==> config.mk <==
export PLATFORM = sky130hd
export DESIGN_NAME = dvp_frame_writer
export DESIGN_NICKNAME = d
export VERILOG_FILES = /design/src/rtl/dvp_frame_writer_pkg.sv /design/src/rtl/dvp_sync.sv /design/src/rtl/dvp_frame_writer.sv
export SDC_FILE = /design/constraint.sdc
export NUM_CORES = 1
export LEC_CHECK = 0
export BUFFER_PORTS_ARGS = -buffer_cell sky130_fd_sc_hd__buf_2
export CAP_MARGIN = 20
export CORE_MARGIN = 3
export CORE_UTILIZATION = 46
export CTS_CLUSTER_DIAMETER = 80
export DETAILED_ROUTE_END_ITERATION = 7
export PLACE_DENSITY = 0.68
export SYNTH_ARGS = -nofsm -noshare
export SYNTH_HDL_FRONTEND = slang
export SYNTH_SLANG_ARGS = --single-unit
==> constraint.sdc <==
create_clock -name clk -period 1.99 [get_ports clk]
set_input_delay 0 -clock clk [delete_from_list [all_inputs] [get_ports clk]]
set_output_delay 0 -clock clk [all_outputs]
set_load 0.01 [all_outputs]
==> src/rtl/dvp_frame_writer_pkg.sv <==
// Shared DVP timing and framebuffer constants, plus the capture FSM state encoding.
// The LCD controller imports the same FB constants so both sides agree on the buffer layout.
package dvp_frame_writer_pkg;

    localparam int unsigned SRC_W    = 640;
    localparam int unsigned SRC_H    = 480;
    localparam int unsigned DECIM    = 4;
    localparam int unsigned OUT_W    = SRC_W / DECIM;
    localparam int unsigned OUT_H    = SRC_H / DECIM;
    localparam int unsigned FB_BYTES = OUT_W * OUT_H;
    localparam int unsigned FB_AW    = 15;

    typedef enum logic [1:0] {
        IDLE    = 2'd0,
        ARM     = 2'd1,
        CAPTURE = 2'd2
    } cap_state_t;

endpackage

==> src/rtl/dvp_sync.sv <==
// 2-FF synchronizer bank for the DVP bus (pclk, href, vsync, data) with edge detectors.
// All eleven bits share one register chain so that data and strobes keep equal latency.
module dvp_sync (
    input  logic       clk,
    input  logic       rst_n,
    input  logic       cam_pclk,
    input  logic       cam_vsync,
    input  logic       cam_href,
    input  logic [7:0] cam_data,
    output logic       pe,
    output logic       href,
    output logic       href_fall,
    output logic       vsync_rise,
    output logic       vsync_fall,
    output logic [7:0] data
);

    logic [10:0] meta;
    logic [10:0] sync;
    logic        pclk_d;
    logic        href_d;
    logic        vsync_d;

    always_ff @(posedge clk or negedge rst_n) begin
        if (!rst_n) begin
            meta    <= '0;
            sync    <= '0;
            pclk_d  <= 1'b0;
            href_d  <= 1'b0;
            vsync_d <= 1'b0;
        end else begin
            meta    <= {cam_vsync, cam_href, cam_pclk, cam_data};
            sync    <= meta;
            pclk_d  <= sync[8];
            href_d  <= sync[9];
            vsync_d <= sync[10];
        end
    end

    assign data       = sync[7:0];
    assign pe         = sync[8] & ~pclk_d;
    assign href       = sync[9];
    assign href_fall  = ~sync[9] & href_d;
    assign vsync_rise = sync[10] & ~vsync_d;
    assign vsync_fall = ~sync[10] & vsync_d;

endmodule

==> src/rtl/dvp_frame_writer.sv <==
// Captures decimated luma from a YUYV DVP camera into the grayscale framebuffer BRAM.
// Single-shot or continuous capture; reports frame completion and shape/count errors.
module dvp_frame_writer #(
    parameter int unsigned SRC_W = 640,
    parameter int unsigned SRC_H = 480,
    parameter int unsigned DECIM = 4,
    parameter int unsigned OUT_W = 160,
    parameter int unsigned OUT_H = 120
) (
    input  logic        clk,
    input  logic        rst_n,
    input  logic        cam_pclk,
    input  logic        cam_vsync,
    input  logic        cam_href,
    input  logic [7:0]  cam_data,
    input  logic        capture_req,
    input  logic        continuous,
    output logic        bram_we,
    output logic [14:0] bram_addr,
    output logic [7:0]  bram_wdata,
    output logic        busy,
    output logic        frame_done,
    output logic        frame_err
);

    import dvp_frame_writer_pkg::*;

    localparam logic [15:0] FB16       = 16'(OUT_W * OUT_H);
    localparam logic [10:0] LINE_BYTES = 11'(2 * SRC_W);
    localparam logic [9:0]  LINES      = 10'(SRC_H);
    localparam logic [10:0] COL_MASK   = 11'(DECIM - 1);
    localparam logic [9:0]  ROW_MASK   = 10'(DECIM - 1);

    cap_state_t  state;
    cap_state_t  next_state;

    logic        pe;
    logic        href;
    logic        href_fall;
    logic        vsync_rise;
    logic        vsync_fall;
    logic [7:0]  data;

    logic [10:0] byte_cnt;
    logic [9:0]  line_cnt;
    logic [15:0] wr_cnt;
    logic        shape_err;

    logic        accept;
    logic        frame_start;
    logic        frame_end;
    logic        line_end;
    logic        byte_en;
    logic        do_write;

    dvp_sync u_sync (
        .clk        (clk),
        .rst_n      (rst_n),
        .cam_pclk   (cam_pclk),
        .cam_vsync  (cam_vsync),
        .cam_href   (cam_href),
        .cam_data   (cam_data),
        .pe         (pe),
        .href       (href),
        .href_fall  (href_fall),
        .vsync_rise (vsync_rise),
        .vsync_fall (vsync_fall),
        .data       (data)
    );

    always_ff @(posedge clk or negedge rst_n) begin
        if (!rst_n) begin
            state <= IDLE;
        end else begin
            state <= next_state;
        end
    end

    always_comb begin
        next_state = state;
        unique case (state)
            IDLE:    if (capture_req) next_state = ARM;
            ARM:     if (vsync_fall)  next_state = CAPTURE;
            CAPTURE: if (vsync_rise)  next_state = continuous ? ARM : IDLE;
            default: next_state = IDLE;
        endcase
    end

    // Luma sits at even byte indices; decimation keeps every DECIM-th column and line.
    always_comb begin
        accept      = 1'b0;
        frame_start = 1'b0;
        frame_end   = 1'b0;
        line_end    = 1'b0;
        byte_en     = 1'b0;
        do_write    = 1'b0;
        case (state)
            IDLE:    accept = capture_req;
            ARM:     frame_start = vsync_fall;
            CAPTURE: begin
                frame_end = vsync_rise;
                line_end  = href_fall;
                byte_en   = pe & href;
                do_write  = pe & href & ~byte_cnt[0]
                          & (((byte_cnt >> 1) & COL_MASK) == 11'd0)
                          & ((line_cnt & ROW_MASK) == 10'd0)
                          & (wr_cnt < FB16);
            end
            default: ;
        endcase
    end

    always_ff @(posedge clk or negedge rst_n) begin
        if (!rst_n) begin
            byte_cnt  <= '0;
            line_cnt  <= '0;
            wr_cnt    <= '0;
            shape_err <= 1'b0;
        end else if (frame_start) begin
            byte_cnt  <= '0;
            line_cnt  <= '0;
            wr_cnt    <= '0;
            shape_err <= 1'b0;
        end else begin
            if (line_end) begin
                byte_cnt <= '0;
                if (line_cnt != '1) line_cnt <= line_cnt + 10'd1;
                if (byte_cnt != LINE_BYTES || line_cnt >= LINES) shape_err <= 1'b1;
            end else if (byte_en && byte_cnt != '1) begin
                byte_cnt <= byte_cnt + 11'd1;
            end
            // Address advances in the cycle after the strobe, so bram_addr is stable while bram_we is high.
            if (bram_we) wr_cnt <= wr_cnt + 16'd1;
        end
    end

    always_ff @(posedge clk or negedge rst_n) begin
        if (!rst_n) begin
            bram_we    <= 1'b0;
            bram_wdata <= '0;
            busy       <= 1'b0;
            frame_done <= 1'b0;
            frame_err  <= 1'b0;
        end else begin
            bram_we    <= do_write;
            if (do_write) bram_wdata <= data;
            busy       <= (next_state != IDLE);
            frame_done <= frame_end;
            if (accept) begin
                frame_err <= 1'b0;
            end else if (frame_end && (shape_err || wr_cnt != FB16)) begin
                frame_err <= 1'b1;
            end
        end
    end

    assign bram_addr = wr_cnt[14:0];

endmodule

# Word-level counts from Yosys, hierarchy flattened
# Cells that the tools add are included.
word_totals:
  out_inout_bits: 27
  input_bits: 15
  ff_bits: 77
  elab_cells: 80
classes:
  magnitude_cmp: 2
  n_reduce_logical: 16
  n_mux: 24
  add_sub_neg: 3
  eq_ne: 6
  n_bitwise: 14
ops:
  columns: ["operator", "n"]
  rows:
  - ["2-to-1 mux 11 bit", 3]
  - ["2-to-1 mux 16 bit", 2]
  - ["2-to-1 mux 10 bit", 3]
  - ["!= test 11 bit, second input constant", 2]
  - ["adder 16 x 1 -> 16 bit, second input constant", 1]
  - ["< comparator 16 x 15 -> 1 bit, second input constant", 1]
  - ["!= test 16 x 15 -> 1 bit, second input constant", 1]
  - ["2-to-1 mux 1 bit", 12]
  - ["nonzero test 2 bit", 6]
  - ["adder 11 x 1 -> 11 bit, second input constant", 1]
  - ["logical NOT 11 bit", 1]
  - ["adder 10 x 1 -> 10 bit, second input constant", 1]
  - [">= comparator 10 x 9 -> 1 bit, second input constant", 1]
  - ["logical NOT 10 bit", 1]
  - ["!= test 10 bit, second input constant", 1]
  - ["bitwise AND 1 bit", 9]
  - ["2-to-1 mux 2 bit", 3]
  - ["one-hot mux 2 bit (3 select lines)", 1]
  - ["NOT 1 bit", 5]
  - ["AND reduction 2 bit", 2]
  - ["nonzero test 3 bit", 1]
  - ["== test 2 x 1 -> 1 bit, second input constant", 1]
  - ["== test 2 bit, second input constant", 1]
  - ["logical AND 1 bit", 2]
  - ["other kinds (2)", 3]

# Longest topological paths before layout
# Gate-level depths: netlist of run 1.
depth:
  ltp_word: 8
  mapped_depth: 5
  ltp_nobuf: 5

# Modules after synthesis
# A second synthesis of run 1 with hierarchy kept.
hier_totals:
  cells_unflattened: 321
  area_unflattened_um2: 3514.6
by_module_without_submodules:
  columns: ["module", "area_each_um2", "seq_area_each_um2", "instances", "cells_per_inst"]
  rows:
  - ["dvp_frame_writer", 2801.4, 1301.2, 1, 284]
  - ["dvp_sync", 713.2, 625.6, 1, 37]

# Least setup slack after synthesis of run 1
# No wires, ideal clock.
synth_timing:
  path_kind: "flip-flop to flip-flop"
  start: "register state[0]"
  end: "register bram_wdata[0]"
  arrival_ps: 1892
  path_slack_ps: -26
  synth_period_minus_slack_ps: 2016
  setup_time_ps: 125
  required_ps: 1865
  path_stages_with_launch: 5
  cell_sequence: "dfrtp_1 > nand2b_4 > or3_4 > a2111oi_4 > mux2_2"
synth_between:
  elab_chain_cells: 2
synth_lines:
  columns: ["element", "line", "text"]
  rows:
  - ["start: declaration", "dvp_frame_writer.sv:34", "cap_state_t state;"]
  - ["start signal: assignment", "dvp_frame_writer.sv:75", "state <= next_state;"]
  - ["== test 2 bit", "dvp_frame_writer.sv:97", "case (state)"]
  - ["2-to-1 mux 1 bit", "dvp_frame_writer.sv:97", null]
  - ["via do_write", "dvp_frame_writer.sv:54", "logic do_write;"]
  - ["end signal: assignment", "dvp_frame_writer.sv:146", "if (do_write) bram_wdata <= data;"]
  - ["end: declaration", "dvp_frame_writer.sv:20", "output logic [7:0] bram_wdata,"]
# The timed path passes the listed nets, and every way through them passes these cells.
# A chain may end at the register's enable or synchronous reset.

# Worst setup path after layout of run 1
layout_timing:
  start: "register line_cnt[0]"
  end: "register bram_wdata[0]"
layout_between:
  elab_chain_cells: 4
layout_lines:
  columns: ["element", "line", "text"]
  rows:
  - ["start: declaration", "dvp_frame_writer.sv:45", "logic [9:0] line_cnt;"]
  - ["start signal: assignment", "dvp_frame_writer.sv:127", "if (line_cnt != '1) line_cnt <= line_cnt + 10'd1;"]
  - ["logical NOT 10 bit", "dvp_frame_writer.sv:106", "& ((line_cnt & ROW_MASK) == 10'd0)"]
  - ["bitwise AND 1 bit", "dvp_frame_writer.sv:106", null]
  - ["bitwise AND 1 bit", "dvp_frame_writer.sv:107", "& (wr_cnt < FB16);"]
  - ["2-to-1 mux 1 bit", "dvp_frame_writer.sv:97", null]
  - ["via do_write", "dvp_frame_writer.sv:54", null]
# The timed path passes the listed nets, and every way through them passes these cells.

==> impl_metrics.env, run 1 <==
export IMPL_finClkSkew_ps=14.9
export IMPL_place_ws_ps=54.4
export IMPL_syn_area_mm2=0.00344
export IMPL_synth_top_family_by_area="simple AND/OR/NAND/NOR gates"
export IMPL_clk_path_buf_depth=2
export IMPL_worst_slew_pin_slew_ps=516
export IMPL_cp_data_required_time_ps=2220
export IMPL_async_flop_share=1.00
export IMPL_cp_start_kind="flop"
export IMPL_period_needed_ps=1900
export IMPL_grt_usage=0.167
export IMPL_syn_avg_cell_area_um2=10.9
export IMPL_synth_compound_area_share=0.101
export IMPL_postCtsSetupBuffers=0
export IMPL_synthCells=316
export IMPL_diodes=0
export IMPL_finalWeightedCongestion=0.819
export IMPL_io_buffers=41
export IMPL_synth_xor_area_frac=0.0280
export IMPL_io_pins=42
export IMPL_ys_ff_latch=77
export IMPL_fin_ws_ps=89.6
export IMPL_drv_cap=0
export IMPL_synth_edff_count=0
export IMPL_start_util=0.490
export IMPL_die_area_mm2=0.00855
export IMPL_leakagePower_nw=1.89
export IMPL_synth_flop_cell="dfrtp_1"
export IMPL_grt_pass1_wl_um=11400
export IMPL_regArea_mm2=0.00193
export IMPL_cts_root_buffer="clkbuf_8"
export IMPL_cts_buffers=9
export IMPL_peakVddDrop_mv=0.667
export IMPL_vias_per_cell=5.24
export IMPL_tritoncts="done"
export IMPL_synth_area_leader_cell="dfrtp_1"
export IMPL_antenna_found_initial=0
export IMPL_final_common_cell="dfrtp_1"
export IMPL_rows=30
export IMPL_status="completed"
export IMPL_drt_initial_drc_count=76
export IMPL_synth_area_top_cells="dfrtp_1 (56%), buf_4 (3.3%), nand2_1 (3.3%)"
export IMPL_grt_pass1_vias=2468
export IMPL_yosysWarningCount=0
export IMPL_utilization=0.593
export IMPL_coreArea_mm2=0.00702
export IMPL_syn_to_final_growth_pct=21.0
export IMPL_die_h_um=92.5
export IMPL_synth_adder_area_share=0.0218
export IMPL_ant_nets=0
export IMPL_layoutNonFillerInstCount=479
export IMPL_nFillCells=576
export IMPL_post_route_drc_count=0
export IMPL_dr_pass1_iters=4
export IMPL_max_freq_mhz=526
export IMPL_wl_per_cell_um=13.7
export IMPL_hold_violations=0
export IMPL_overflow=0
export IMPL_crit_path_max_fanout=9
export IMPL_clock_sinks=77
export IMPL_synthMuxAreaShare=0.0498
export IMPL_grt_max_degree=42
export IMPL_clock_latency_ps=350
export IMPL_period_share=0.955
export IMPL_rsz0062_at_grt="no"
export IMPL_syn_num_nets=337
export IMPL_p_per_area_mw_per_mm2=873
export IMPL_layout_drive_gt1_share=0.243
export IMPL_slew_headroom=0.647
export IMPL_path_class="reg -> reg"
export IMPL_finalSetupViolCount=0
export IMPL_synth_top_area_frac=0.560
export IMPL_mostFrequentLayoutCells="dfrtp_1 (77), buf_2 (40), nand2_1 (30)"
export IMPL_synth_cell_types=47
export IMPL_synth_seq_area_share=0.560
export IMPL_min_path_type="in -> async"
export IMPL_synth_simple_area_share=0.184
export IMPL_vias=2509
export IMPL_cp_end_kind="flop"
export IMPL_fp_dieW_um=92.5
export IMPL_nets=399
export IMPL_multi_input_area_mm2=0.00134
export IMPL_drv_slew=0
export IMPL_final_area_mm2=0.00416
export IMPL_clkTransAtPathRegs_ps=90
export IMPL_worst_ep_arrival_time_ps=2130
export IMPL_hpwl_um=4660
export IMPL_ctsHtreeMaxLevel=3
export IMPL_wl_um=6560
export IMPL_finalSetupTns_ps=0
export IMPL_placed_cell_area_mm2=0.00380
export IMPL_dp_cells=449
-- worst max-delay path, cell delays in order (launching register included) --
cell	delay, ps
dfrtp_1	430
inv_1	110
ha_1	170
nand4_1	140
a2111oi_4	350
buf_4	240
mux2_2	340
-- through the flow --
step	hold slack (ps)	power, mW
after floorplan	-296	2.14
after global placement	16.8	2.39
after detailed placement	13.9	2.41
after CTS	168	3.69
after global routing	189	3.82
final	152	3.63
-- layout make-up --
| class | instances | area share |
|---|---|---|
| sequential | 77 | 0.463 |
| multi-input combinational | 203 | 0.323 |
| timing repair buffer | 72 | 0.120 |
| clock buffer | 9 | 0.0298 |
| tap | 96 | 0.0289 |
| clock inverter | 7 | 0.0219 |
| inverter | 15 | 0.0135 |
-- cells by family (layout without fill, tap and decap cells) --
group	after synthesis	count (layout)
compound gates	49	49
xor+xnor	11	11
fa+ha+maj	6	6
buf+inv	36	103
flops	77	77
mux	16	16
simple gates	121	121
-- sequential cells by signal, summed over array words and instances (netlist names) --
name and count:
line_cnt 10, u_sync.meta 11, wr_cnt 16, frame_done 1, byte_cnt 11, bram_we 1, u_sync.pclk_d 1, frame_err 1
u_sync.sync 11, state 2, bram_wdata 8, u_sync.vsync_d 1, u_sync.href_d 1, busy 1, shape_err 1
-- report_power, final --
| part | switching [mW] | internal [mW] | leakage, nW |
|---|---|---|---|
| sequential | 0.102 | 1.70 | 1.00 |
| clock | 0.635 | 0.609 | 0.105 |
| combinational | 0.295 | 0.289 | 0.784 |
-- synthesized netlist by cell type (all sizes together) (2+ instances only) --
cell type	number
inv	15
nand4	9
mux2	9
clkbuf	6
a2111oi	3
dfrtp	77
nor4b	3
nand3	13
xor2	3
nor3	8
nor4	5
o21a	2
nand4bb	2
o31ai	4
nor4bb	2
nand2	30
or3	7
or4	4
xnor2	8
a31oi	3
nor2	29
a21o	2
mux2i	7
a31o	2
and3	2
a21oi	15
or2	2
ha	6
buf	15
o21ai	8
o311ai	2
-- routing by layer --
metal / vias to the layer above / GRT usage / wire length (um)
met5: - / 0 / 0
li1: 1238 / - / -
met3: 8 / 0.0487 / 302
met4: 0 / 0.0470 / 71
met1: 1209 / 0.219 / 3010
met2: 54 / 0.271 / 3170
-- path summary, 6_finish.rpt --
path,startpoint,end,slack [ps],cells past startpoint
min in group clk,cam_data[1],u_sync.meta[1]$_DFF_PN0_,280,2
max,line_cnt[0]$_DFFE_PN0P_,bram_wdata[0]$_DFFE_PN0P_,90,6
min,rst_n,byte_cnt[10]$_DFFE_PN0P_,150,2
min reg2reg,u_sync.meta[9]$_DFF_PN0_,u_sync.sync[9]$_DFF_PN0_,340,0
max in group asynchronous,rst_n,line_cnt[3]$_DFFE_PN0P_,1240,3
max reg2reg,line_cnt[0]$_DFFE_PN0P_,bram_wdata[0]$_DFFE_PN0P_,90,6
-- what timing repair did --
action / 4_1_cts / 5_1_grt
endpoints found under the setup margin: 0 / 9
hold buffers: 14 / 0
resized for setup: 0 / 2
hold endpoints to repair: 53 / 0
Power figures use the tool's default switching activity.
==> run 2, diff against run 1 <==
--- a/config.mk
+++ b/config.mk
@@ -11,7 +11,7 @@
 export CORE_UTILIZATION = 46
 export CTS_CLUSTER_DIAMETER = 80
 export DETAILED_ROUTE_END_ITERATION = 7
-export PLACE_DENSITY = 0.68
+export PLACE_DENSITY = 0.66
 export SYNTH_ARGS = -nofsm -noshare
 export SYNTH_HDL_FRONTEND = slang
 export SYNTH_SLANG_ARGS = --single-unit
==> constraint.sdc (replaced) <==
create_clock -name clk -period 1.9 [get_ports clk]
set_input_delay 0 -clock clk [delete_from_list [all_inputs] [get_ports clk]]
set_output_delay 0 -clock clk [all_outputs]
set_load 0.01 [all_outputs]
==> run 2 against run 1 <==
  * Clock power rose by 5%
  * Utilization is 0.77 points higher
  * Critical path depth shrank 1
  * Register-to-register slack got worse by 30 ps
  * Clock skew down 3.7 ps
  * Global-route usage increased by 0.15 points
  * Die area unchanged
  * Maximum frequency increased by 3.3%
  * Power increased by 5.3%
  * Routed wire length grew 2.2%
  * Worst hold slack better by 15 ps
  * Sequential cell count did not move
  * Critical endpoint is now bram_wdata[3]$_DFFE_PN0P_
  * Largest cell class unchanged
==> impl_metrics.env, run 2 (same netlist as run 1, synthesis figures left out) <==
export IMPL_hpwl_um=4770
export IMPL_vias_per_cell=5.27
export IMPL_slew_headroom=0.593
export IMPL_antenna_found_initial=0
export IMPL_drt_initial_drc_count=69
export IMPL_fp_dieW_um=92.5
export IMPL_grt_max_degree=41
export IMPL_period_share=0.968
export IMPL_largest_register="wr_cnt"
export IMPL_die_area_mm2=0.00855
export IMPL_finClkSkew_ps=11.2
export IMPL_peakVddDrop_mv=0.709
export IMPL_max_freq_mhz=543
export IMPL_cp_data_required_time_ps=2140
export IMPL_crit_path_max_fanout=9
export IMPL_cp_end_kind="flop"
export IMPL_cts_root_buffer="clkbuf_8"
export IMPL_final_common_cell="dfrtp_1"
export IMPL_worst_slew_pin_slew_ps=595
export IMPL_fin_ws_ps=60.0
export IMPL_vias=2555
export IMPL_drv_cap=0
export IMPL_clk_path_buf_depth=2
export IMPL_grt_pass1_wl_um=11400
export IMPL_regArea_mm2=0.00193
export IMPL_largest_reg_flops=16
export IMPL_utilization=0.601
export IMPL_postCtsSetupBuffers=0
export IMPL_tritoncts="done"
export IMPL_wl_um=6710
export IMPL_post_route_drc_count=0
export IMPL_clkTransAtPathRegs_ps=90
export IMPL_dr_pass1_iters=4
export IMPL_hold_violations=0
export IMPL_ant_nets=0
export IMPL_min_path_type="in -> async"
export IMPL_nFillCells=580
export IMPL_layout_drive_gt1_share=0.257
export IMPL_finalWeightedCongestion=0.797
export IMPL_die_h_um=92.5
export IMPL_diodes=0
export IMPL_status="completed"
export IMPL_io_pins=42
export IMPL_rows=30
export IMPL_rsz0062_at_grt="yes"
export IMPL_p_per_area_mw_per_mm2=907
export IMPL_finalSetupViolCount=0
export IMPL_cp_start_kind="flop"
export IMPL_clock_latency_ps=350
export IMPL_finalSetupTns_ps=0
export IMPL_worst_ep_arrival_time_ps=2080
export IMPL_mostFrequentLayoutCells="dfrtp_1 (77), buf_2 (40), nand2_1 (30)"
export IMPL_clock_sinks=77
export IMPL_path_class="reg -> reg"
export IMPL_io_buffers=41
export IMPL_ctsHtreeMaxLevel=3
export IMPL_multi_input_area_mm2=0.00135
export IMPL_drv_slew=0
export IMPL_cts_buffers=9
export IMPL_nets=405
export IMPL_grt_usage=0.169
export IMPL_final_area_mm2=0.00422
export IMPL_overflow=0
export IMPL_coreArea_mm2=0.00702
export IMPL_leakagePower_nw=1.93
export IMPL_grt_pass1_vias=2520
export IMPL_place_ws_ps=28.8
export IMPL_period_needed_ps=1840
export IMPL_syn_to_final_growth_pct=22.5
export IMPL_placed_cell_area_mm2=0.00385
export IMPL_start_util=0.490
export IMPL_total_power_mw=3.83
export IMPL_wl_per_cell_um=13.8
-- run 2: changes by cell type in the layout (fill, tap and decap cells not counted), sizes merged --
cell / change
clkinv: -1
buf: +6
inv: +1
-- run 2: critical path: stages, from the launching register on --
cell and delay [ps]:
dfrtp_1 420, nand2b_4 180, or3_4 390, a2111oi_4 210
buf_6 190, mux2_2 340
-- run 2: where the power goes --
| group | switching [mW] | leakage [nW] | internal (mW) |
|---|---|---|---|
| clock network | 0.663 | 0.106 | 0.640 |
| logic | 0.321 | 0.818 | 0.319 |
| registers | 0.101 | 1.00 | 1.78 |
-- run 2: layer usage --
| metal | vias up | global-route usage | share of wire |
|---|---|---|---|
| li1 | 1258 | - | - |
| met1 | 1220 | 0.211 | 0.46 |
| met2 | 61 | 0.277 | 0.47 |
| met3 | 16 | 0.0471 | 0.043 |
| met4 | 0 | 0.0668 | 0.023 |
| met5 | - | 0 | 0 |
-- run 2: timing repair --
| item | CTS | global route |
|---|---|---|
| gates resized for setup | 0 | 4 |
| hold buffers | 14 | 0 |
| hold endpoints to repair | 52 | 0 |
| setup endpoints to repair | 0 | 11 |
-- run 2: cell type report --
type | instances | share of cell area
repair buffers | 78 | 0.130
clock buffers | 9 | 0.0294
clock inverters | 7 | 0.0211
well taps | 96 | 0.0285
flip-flops and latches | 77 | 0.457
multi-input cells | 203 | 0.320
inverters | 15 | 0.0134
-- run 2: worst paths after layout --
kind                                      startpoint                   endpoint  slack [ps]  cells after the start
setup / recovery                  state[0]$_DFF_PN0_  bram_wdata[3]$_DFFE_PN0P_          60                      5
min in group clk                         cam_data[7]   u_sync.meta[7]$_DFF_PN0_         280                      2
max in group asynchronous                      rst_n    line_cnt[4]$_DFFE_PN0P_        1180                      3
hold reg to reg            u_sync.meta[10]$_DFF_PN0_  u_sync.sync[10]$_DFF_PN0_         350                      0
hold / removal                                 rst_n    byte_cnt[6]$_DFFE_PN0P_         170                      2
setup reg to reg                  state[0]$_DFF_PN0_  bram_wdata[3]$_DFFE_PN0P_          60                      5
-- run 2: per-stage QoR --
stage,cells,hold slack (ps)
after floorplan,316,-296
after global placement,455,21.5
after detailed placement,455,26.8
after CTS,485,173
after global routing,485,205
final,485,167
==> run 3, diff against run 2 <==
--- a/config.mk
+++ b/config.mk
@@ -5,13 +5,15 @@
 export SDC_FILE = /design/constraint.sdc
 export NUM_CORES = 1
 export LEC_CHECK = 0
+export ABC_AREA = 1
 export BUFFER_PORTS_ARGS = -buffer_cell sky130_fd_sc_hd__buf_2
 export CAP_MARGIN = 20
 export CORE_MARGIN = 3
 export CORE_UTILIZATION = 46
 export CTS_CLUSTER_DIAMETER = 80
 export DETAILED_ROUTE_END_ITERATION = 7
-export PLACE_DENSITY = 0.66
+export MAX_ROUTING_LAYER = met4
+export PLACE_DENSITY = 0.65
 export SYNTH_ARGS = -nofsm -noshare
 export SYNTH_HDL_FRONTEND = slang
 export SYNTH_SLANG_ARGS = --single-unit
==> run 3 against run 2 <==
  * Power rose by 9.3%
  * Synthesized cell count rose by 43%
  * Largest power group unchanged
  * Cell count rose by 26%
  * Clock skew fell by 1.3 ps
==> impl_metrics.env, run 3 <==
export IMPL_status="completed"
export IMPL_antenna_found_initial=0
export IMPL_final_common_cell="nand2_1"
export IMPL_vias=2955
export IMPL_cp_data_required_time_ps=2150
export IMPL_post_route_drc_count=0
export IMPL_crit_top_cell="nand2_1"
export IMPL_synth_area_top_cells="dfrtp_1 (52%), nand2_1 (12%), nand3_1 (6.3%)"
export IMPL_synth_flop_cell="dfrtp_1"
export IMPL_wl_per_cell_um=11.5
export IMPL_syn_area_mm2=0.00373
export IMPL_fp_dieW_um=96.1
export IMPL_crit_path_top_delay_cell="dfrtp_1"
export IMPL_nets=526
export IMPL_yosysWarningCount=0
export IMPL_ys_ff_latch=77
export IMPL_p_per_area_mw_per_mm2=961
export IMPL_synth_common_cells="nand2_1 (119), dfrtp_1 (77), inv_1 (60)"
export IMPL_start_util=0.478
export IMPL_ant_nets=0
export IMPL_cts_buffers=9
export IMPL_drt_initial_drc_count=149
export IMPL_die_h_um=96.1
export IMPL_die_area_mm2=0.00924
export IMPL_hpwl_um=5040
export IMPL_grt_max_degree=42
export IMPL_slew_headroom=0.689
export IMPL_synth_area_leader_cell="dfrtp_1"
export IMPL_layout_drive_gt1_share=0.163
export IMPL_period_share=0.863
export IMPL_largest_reg_flops=16
export IMPL_nFillCells=701
export IMPL_hold_violations=0
export IMPL_cpPeakStageDelay_ps=470
export IMPL_synth_top_area_frac=0.516
export IMPL_ctsHtreeMaxLevel=3
export IMPL_path_cells="inv_1, ha_1, nand3_1, nor3b_4, nand2_4, nand2_1, nand2_1"
export IMPL_clkTransAtPathRegs_ps=90
export IMPL_cts_hold_buf=15
export IMPL_clk_path_buf_depth=2
export IMPL_rsz0062_at_grt="no"
export IMPL_grt_pass1_vias=2659
export IMPL_clock_latency_ps=350
export IMPL_finalSetupViolCount=0
export IMPL_largest_register="wr_cnt"
export IMPL_synth_edff_count=0
export IMPL_rows=32
export IMPL_grt_usage=0.169
export IMPL_async_flop_share=1.00
export IMPL_overflow=0
export IMPL_drv_cap=0
export IMPL_finClkSkew_ps=9.85
export IMPL_peakVddDrop_mv=0.559
export IMPL_crit_path_max_fanout=9
export IMPL_clock_sinks=77
export IMPL_finalWeightedCongestion=0.932
export IMPL_yosysMostFrequentCell="nand2_1"
export IMPL_mostFrequentLayoutCells="nand2_1 (119), dfrtp_1 (77), inv_1 (60)"
export IMPL_dp_cells=581
export IMPL_syn_to_final_growth_pct=16.6
export IMPL_postCtsSetupBuffers=0
export IMPL_dr_pass1_iters=4
export IMPL_cts_resized=0
export IMPL_vias_per_cell=4.83
export IMPL_leakagePower_nw=2.30
export IMPL_drv_slew=0
export IMPL_synth_seq_area_share=0.516
export IMPL_period_needed_ps=1640
export IMPL_worst_ep_arrival_time_ps=1890
export IMPL_syn_avg_cell_area_um2=8.24
export IMPL_synth_cell_types=30
export IMPL_io_pins=42
export IMPL_cp_end_kind="flop"
export IMPL_cts_root_buffer="clkbuf_8"
export IMPL_syn_num_nets=474
export IMPL_max_freq_mhz=610
export IMPL_grt_pass1_wl_um=11900
export IMPL_synthCells=453
export IMPL_tritoncts="done"
export IMPL_cp_start_kind="flop"
export IMPL_io_buffers=41
export IMPL_diodes=0
export IMPL_min_path_type="in -> async"
export IMPL_coreArea_mm2=0.00781
export IMPL_wl_um=7060
export IMPL_finalSetupTns_ps=0
export IMPL_path_class="reg -> reg"
export IMPL_worst_slew_pin_slew_ps=467
export IMPL_layoutNonFillerInstCount=612
## run 3: changes by cell type in the layout (fill, tap and decap cells not counted), sizes merged, moves of 7 or more
| cell | change |
|---|---|
| nand2 | +96 |
| inv | +45 |
| nand3 | +34 |
| nor2 | +25 |
| buf | -18 |
| o21ai | +15 |
| mux2 | -9 |
| xnor2 | -8 |
| a21oi | -7 |
| mux2i | -7 |
| or3 | -7 |
## run 3: logic make-up after synthesis
kind of cell | synth area share
AOI/OAI and AO/OA | 0.0603
buffers and inverters | 0.101
xor gates and xnor gates | 0.00469
adders and majority gates | 0.0201
and+or+nand+nor | 0.298
DFF | 0.516
## run 3: final timing paths
kind	slack, ps	startpoint	end	cells past startpoint
worst max-delay path	260	line_cnt[0]$_DFFE_PN0P_	bram_wdata[7]$_DFFE_PN0P_	7
worst min-delay path	150	rst_n	u_sync.pclk_d$_DFF_PN0_	2
worst max register to register	260	line_cnt[0]$_DFFE_PN0P_	bram_wdata[7]$_DFFE_PN0P_	7
worst min register to register	350	u_sync.meta[3]$_DFF_PN0_	u_sync.sync[3]$_DFF_PN0_	0
max in group asynchronous	1190	rst_n	wr_cnt[14]$_DFFE_PN0P_	3
min in group clk	280	cam_data[7]	u_sync.meta[7]$_DFF_PN0_	2
## run 3: area by class of cell
| type | instances | area (um2) | share of cell area |
|---|---|---|---|
| sequential | 77 | 1930 | 0.443 |
| multi-input combinational | 294 | 1430 | 0.329 |
| timing repair buffer | 61 | 408 | 0.0937 |
| inverter | 62 | 233 | 0.0534 |
| tap | 102 | 128 | 0.0293 |
| clock buffer | 9 | 124 | 0.0284 |
| clock inverter | 7 | 103 | 0.0236 |
## run 3: power breakdown
group	switching (mW)	total, mW	internal, mW
Clock	0.649	1.41	0.756
Combinational	0.471	0.783	0.312
Sequential	0.150	1.99	1.84
Total	1.27	4.18	2.91
## run 3: worst max-delay path, delay by kind of cell, from the launching register on
| family | cells | cell delay [ps] |
|---|---|---|
| simple gates | 5 | 810 |
| fa+ha+maj | 1 | 150 |
| buf+inv | 1 | 110 |
| flops | 1 | 470 |
## run 3: layer usage
| metal | global-route usage | routed length (um) | part of all wire |
|---|---|---|---|
| met1 | 0.222 | 3350 | 0.47 |
| met2 | 0.251 | 3350 | 0.47 |
| met3 | 0.0414 | 272 | 0.039 |
| met4 | 0.0675 | 82 | 0.012 |
| met5 | - | 0 | 0 |
## run 3: metrics by stage
step                cell area (um2)  hold WS, ps  worst slack (ps)  total power [mW]  utilization
floorplan                      3730         -296               458              2.49            -
global placement               3980        -6.92               279              2.75        0.509
detailed placement             3980        -7.26               250              2.78        0.509
CTS                            4350          154               239              4.24        0.558
global route                   4350          176              41.6              4.45        0.558
finish                         4350          147               261              4.18        0.558
